--- src/rtl/route_table_arbiter.sv ---
// rtl/route_table_arbiter.sv - round-robin/locking arbiter for the shared routing-table BRAM
// Optional statistics counters are enabled with the ROUTE_ARB_STATS_EN macro.
module route_table_arbiter #(
    parameter int NREQ      = 2,
    parameter int ADDR_W    = 7,
    parameter int DATA_W    = 32,
    parameter int MEM_LAT   = 1,
    parameter int MAX_BURST = 8
) (
    input  logic                   clk,
    input  logic                   resetn,
    input  logic [NREQ-1:0]        rd_req,
    input  logic [NREQ*ADDR_W-1:0] rd_addr,
    input  logic [NREQ-1:0]        rd_lock,
    output logic [NREQ-1:0]        rd_gnt,
    output logic [NREQ-1:0]        rd_valid,
    output logic [DATA_W-1:0]      rd_data,
    input  logic                   wr_req,
    input  logic [ADDR_W-1:0]      wr_addr,
    input  logic [DATA_W-1:0]      wr_data,
    output logic                   wr_ack,
    output logic                   mem_en,
    output logic                   mem_we,
    output logic [ADDR_W-1:0]      mem_addr,
    output logic [DATA_W-1:0]      mem_wdata,
    input  logic [DATA_W-1:0]      mem_rdata
`ifdef ROUTE_ARB_STATS_EN
    ,
    output logic [15:0]            stat_wr_stall,
    output logic [15:0]            stat_forced_rel
`endif
);

    localparam int PTR_W = (NREQ > 1) ? $clog2(NREQ) : 1;
    localparam int CNT_W = $clog2(MAX_BURST + 1);

    localparam logic [0:0] ST_IDLE  = 1'b0;
    localparam logic [0:0] ST_OWNED = 1'b1;

    logic [0:0]       state_q, state_d;
    logic [PTR_W-1:0] owner_q, owner_d;
    logic [PTR_W-1:0] rr_ptr_q, rr_ptr_d;
    logic [CNT_W-1:0] burst_cnt_q, burst_cnt_d;
    logic [NREQ-1:0]  tag_q [MEM_LAT];

    logic [ADDR_W-1:0] addr_arr [NREQ];
    logic [NREQ-1:0]   gnt;
    logic [PTR_W-1:0]  rr_cand;
    logic [PTR_W-1:0]  rr_sel;
    logic              rr_found;
    logic              forced_rel;

    for (genvar g = 0; g < NREQ; g++) begin : g_addr
        assign addr_arr[g] = rd_addr[g*ADDR_W +: ADDR_W];
    end

    // First requester strictly after the last granted one, wrapping.
    always_comb begin
        rr_found = 1'b0;
        rr_sel   = '0;
        rr_cand  = '0;
        for (int off = 1; off <= NREQ; off++) begin
            rr_cand = PTR_W'((int'(rr_ptr_q) + off) % NREQ);
            if (!rr_found && rd_req[rr_cand]) begin
                rr_found = 1'b1;
                rr_sel   = rr_cand;
            end
        end
    end

    always_comb begin
        state_d     = state_q;
        owner_d     = owner_q;
        rr_ptr_d    = rr_ptr_q;
        burst_cnt_d = burst_cnt_q;
        gnt         = '0;
        wr_ack      = 1'b0;
        mem_en      = 1'b0;
        mem_we      = 1'b0;
        mem_addr    = '0;
        mem_wdata   = '0;
        forced_rel  = 1'b0;
        if (resetn) begin
            case (state_q)
                ST_IDLE: begin
                    if (wr_req) begin
                        wr_ack    = 1'b1;
                        mem_en    = 1'b1;
                        mem_we    = 1'b1;
                        mem_addr  = wr_addr;
                        mem_wdata = wr_data;
                    end else if (rr_found) begin
                        gnt[rr_sel] = 1'b1;
                        mem_en      = 1'b1;
                        mem_addr    = addr_arr[rr_sel];
                        rr_ptr_d    = rr_sel;
                        if (rd_lock[rr_sel] && (MAX_BURST > 1)) begin
                            state_d     = ST_OWNED;
                            owner_d     = rr_sel;
                            burst_cnt_d = CNT_W'(1);
                        end
                    end
                end
                ST_OWNED: begin
                    // An idle owner keeps the table; writes and other readers wait.
                    if (rd_req[owner_q]) begin
                        gnt[owner_q] = 1'b1;
                        mem_en       = 1'b1;
                        mem_addr     = addr_arr[owner_q];
                        rr_ptr_d     = owner_q;
                        burst_cnt_d  = burst_cnt_q + CNT_W'(1);
                        if (!rd_lock[owner_q] || (int'(burst_cnt_q) + 1 == MAX_BURST)) begin
                            state_d     = ST_IDLE;
                            burst_cnt_d = '0;
                            forced_rel  = rd_lock[owner_q];
                        end
                    end
                end
                default: state_d = ST_IDLE;
            endcase
        end
    end

    always_ff @(posedge clk or negedge resetn) begin
        if (!resetn) begin
            state_q     <= ST_IDLE;
            owner_q     <= '0;
            rr_ptr_q    <= PTR_W'(NREQ - 1);
            burst_cnt_q <= '0;
            for (int i = 0; i < MEM_LAT; i++) tag_q[i] <= '0;
        end else begin
            state_q     <= state_d;
            owner_q     <= owner_d;
            rr_ptr_q    <= rr_ptr_d;
            burst_cnt_q <= burst_cnt_d;
            tag_q[0]    <= gnt;
            for (int i = 1; i < MEM_LAT; i++) tag_q[i] <= tag_q[i-1];
        end
    end

    assign rd_gnt   = gnt;
    assign rd_valid = tag_q[MEM_LAT-1];
    assign rd_data  = resetn ? mem_rdata : '0;

`ifdef ROUTE_ARB_STATS_EN
    logic [15:0] wr_stall_q, forced_rel_q;

    always_ff @(posedge clk or negedge resetn) begin
        if (!resetn) begin
            wr_stall_q   <= '0;
            forced_rel_q <= '0;
        end else begin
            if (wr_req && !wr_ack && (wr_stall_q != 16'hFFFF)) wr_stall_q <= wr_stall_q + 16'd1;
            if (forced_rel && (forced_rel_q != 16'hFFFF)) forced_rel_q <= forced_rel_q + 16'd1;
        end
    end

    assign stat_wr_stall   = wr_stall_q;
    assign stat_forced_rel = forced_rel_q;
`endif

endmodule
--- config.mk ---
export PLATFORM = sky130hd
export DESIGN_NAME = route_table_arbiter
export DESIGN_NICKNAME = d
export VERILOG_FILES = /design/src/rtl/route_table_arbiter.sv
export SDC_FILE = /design/constraint.sdc
export NUM_CORES = 1
export LEC_CHECK = 0
export CELL_PAD_IN_SITES_DETAIL_PLACEMENT = 2
export CELL_PAD_IN_SITES_GLOBAL_PLACEMENT = 2
export CORE_ASPECT_RATIO = 1.1
export CORE_MARGIN = 4
export CORE_UTILIZATION = 11
export CTS_CLUSTER_DIAMETER = 120
export DETAILED_ROUTE_END_ITERATION = 8
export HOLD_SLACK_MARGIN = 0.02
export PLACE_DENSITY_LB_ADDON = 0.1
export SETUP_SLACK_MARGIN = 0.05
export SLEW_MARGIN = 20
export SYNTH_ARGS = -nofsm -noshare
export SYNTH_HDL_FRONTEND = slang
export SYNTH_SLANG_ARGS = --single-unit
--- constraint.sdc ---
create_clock -name clk -period 2.01 [get_ports clk]
set_clock_uncertainty 0.15 [all_clocks]
set_input_delay 0.5025 -clock clk [delete_from_list [all_inputs] [get_ports clk]]
set_output_delay 0.5025 -clock clk [all_outputs]
set_load 0.05 [all_outputs]
==> flow_summary.ini <==
[outcome]
outcome = finished, violations left
violations = negative setup slack

[synthesis]
synthCells = 166
synth_warnings = 0
synth-seq-cells = 9
synth_top_cell_area_share = 0.315
ys.flop_type = dfrtp_1
synth.net_count = 259
syn_area_per_cell_sq_um = 7.65
syn_area_sq_mm = 0.00127
yosysSeqAreaShare = 0.178
async_flop_share = 1.00
ys_top_cells_by_area = and2_1 (32%), dfrtp_1 (16%), mux2i_1 (7.1%), a221oi_1 (4.1%), a2111oi_1 (3.2%)
synth_cell_type_count = 44
yosys.area.top_type = and2_1
synth_edf_count = 0

[critical_path]
worst-setup-path-type = primary input to output pin
reg2reg_from = state_q
worst_setup_path_start_kind = primary input
ff2ff_path_depth = 8
critPathCaptureType = output pin
r2r_end = burst_cnt_q[3]
endpoint = mem_addr[0]
ff2ff_setup_slack_ns = 0.07
worst_ep_arrival_time_ns = 1.80
startpoint = rd_addr[7]
required_ns = 1.36
crit_fanout = 2

[finish]
fin_nets = 483
drive_above_1_share = 0.635
finalInstanceArea_sq_mm = 0.00504
stdcell_count = 536
n_antenna_cell = 0
area_delta_synth_final_pct = 297

[clock_network]
cts_max_level = 1
root_buffer = clkbuf_16
cts_buffers = 3
clk_latency_ns = 0.23
cts.path.max_buffers = 2
cts_hold_buf = 0
clock_sinks = 9
path_clk_slew_ns = 0.04
cts_tree = built

[route]
drt.antenna.violating_nets = 0
routed_wl_mm = 9.96
post_drt_via_cell_ratio = 4.08
routedWlPerCell_um = 18.6
dr_total_vias = 2187
first_iter_violations = 32
dr.pass1.iters = 3
drcViolationCount = 0

[floorplan]
die-area_sq_mm = 0.0133
initial_core_util = 0.114
die_h_um = 121
core_area_sq_mm = 0.0111
rows = 40
ios = 170
die_x_um = 110

[timing]
fmax_mhz = 408
finalCriticalPeriod_ns = 2.45
setup_viol_count_final = 44
slew_viol_final = 0
fin_ws_ns = -0.440
worst_pin_slew_ns = 0.360
grt_setup_unrepaired = true
finalCritPeriodShare = 1.22
hold_viol_final = 0
relSlewSlack = 0.760

[min_path]
hp-class = primary input to async pin

[global_route]
antenna_found_initial = 0
grt_max_degree = 21
grt_pass1_wl_mm = 15.7
overflow = 0
first_global_vias = 2655
grt_usage = 0.148

[place]
place_inst = 509
port_buffers = 169
hpwl_mm = 7.81
dpl-instance-area_sq_mm = 0.00444
place_congestion = 0.738

[pwr]
irDropWorstVdd_mv = 0.304
power.total_mw = 3.94
p_per_area_mw_per_mm2 = 782
static-leakage-power_nw = 2.07

[job]
maxCapViolCount = 0
logic make-up (layout without fill, tap and decap cells):
family	Yosys count	in the layout	share of synthesized area
AO/OA/AOI/OAI	33	33	0.234
AND/OR/NAND/NOR	97	97	0.445
multiplexers	10	10	0.0798
adder cells (fa/ha/maj)	1	1	0.00985
buffers and inverters	16	239	0.0522
flip-flops	9	9	0.178
metrics by stage:
stage	setup WS, ns	hold slack (ns)	TNS [ns]	utilization
global placement	-0.846	0.403	-42.39	0.399
global route	-0.498	0.218	-13.28	0.453
detailed placement	-0.889	0.404	-43.92	0.399
CTS	-0.442	0.249	-10.51	0.448
floorplan	-0.379	0.0569	-2.50	-
finish	-0.440	0.205	-10.63	0.453
cell usage in the layout (no fill, tap or decap), types with 3 or more instances in the layout:
master	Yosys	layout
nor2_1	10	9
dfrtp_1	8	8
nand3_1	5	4
buf_8	0	4
nand2_1	7	5
and2_2	0	23
clkbuf_16	0	5
o21ai_0	5	4
buf_4	1	38
a2111oi_4	0	6
mux2i_1	9	5
buf_6	0	12
a221oi_2	0	3
a221oi_4	0	3
inv_1	3	3
dlygate4sd2_1	0	6
mux2i_2	0	4
and2_4	0	40
clkdlybuf4s50_1	0	81
buf_12	0	84
final cells by class:
class	count	area, sq um
multi-input combinational	141	1390
sequential	9	226
timing repair buffer	231	3140
tap	147	184
inverter	4	15.0
clock buffer	4	78.8
fill	1132	6070
repair_timing:
| item | in CTS | in global routing |
|---|---|---|
| gates resized for setup | 87 | 17 |
| buffers inserted | 20 | 7 |
| pin swaps | 33 | 22 |
| cloned | 4 | 1 |
| setup endpoints to repair | 83 | 75 |
worst min-delay path by stage:
stage | from | end | slack, ns | cells past startpoint
after floorplan | resetn | burst_cnt_q[0] | 0.06 | 0
after global placement | burst_cnt_q[1] | burst_cnt_q[1] | 0.40 | 2
after detailed placement | burst_cnt_q[3] | burst_cnt_q[3] | 0.40 | 2
after CTS | resetn | burst_cnt_q[3] | 0.25 | 3
after global routing | resetn | burst_cnt_q[2] | 0.22 | 3
final | resetn | burst_cnt_q[3] | 0.20 | 3
sequential cells by signal, summed over array words and instances, names as in the netlist:
| register | flops |
|---|---|
| state_q | 1 |
| rr_ptr_q | 1 |
| rd_valid | 2 |
| owner_q | 1 |
| burst_cnt_q | 4 |
power breakdown:
group | total, mW | internal [mW] | switching [mW] | leakage (nW)
registers | 0.330 | 0.267 | 0.0628 | 0.109
clock network | 0.353 | 0.265 | 0.0874 | 0.0382
logic | 3.25 | 1.71 | 1.54 | 1.93
synth_stat cells (2+ instances only):
library cell   n
nand3_1        5
o21ai_0        5
nand2b_1       2
a21oi_1        2
inv_1          3
and2_1        64
clkbuf_1       8
a2111oi_1      4
nor2_1        10
buf_2          2
dfrtp_1        8
nand2_1        7
a221oi_1       6
mux2i_1        9
o211ai_1       2
per-layer routing:
layer  track usage  part of all wire  vias up
met4        0.0169                 0        0
met1         0.160              0.37     1041
li1              -                 -     1026
met3        0.0495             0.084        0
met2         0.285              0.54      120
met5             0                 0        -
worst max-delay path: stages:
cell             delay [ns]
clkdlybuf4s50_1        0.55
mux2i_2                0.12
a2111oi_4              0.39
clkbuf_16              0.23
Power figures use the tool's default switching activity.
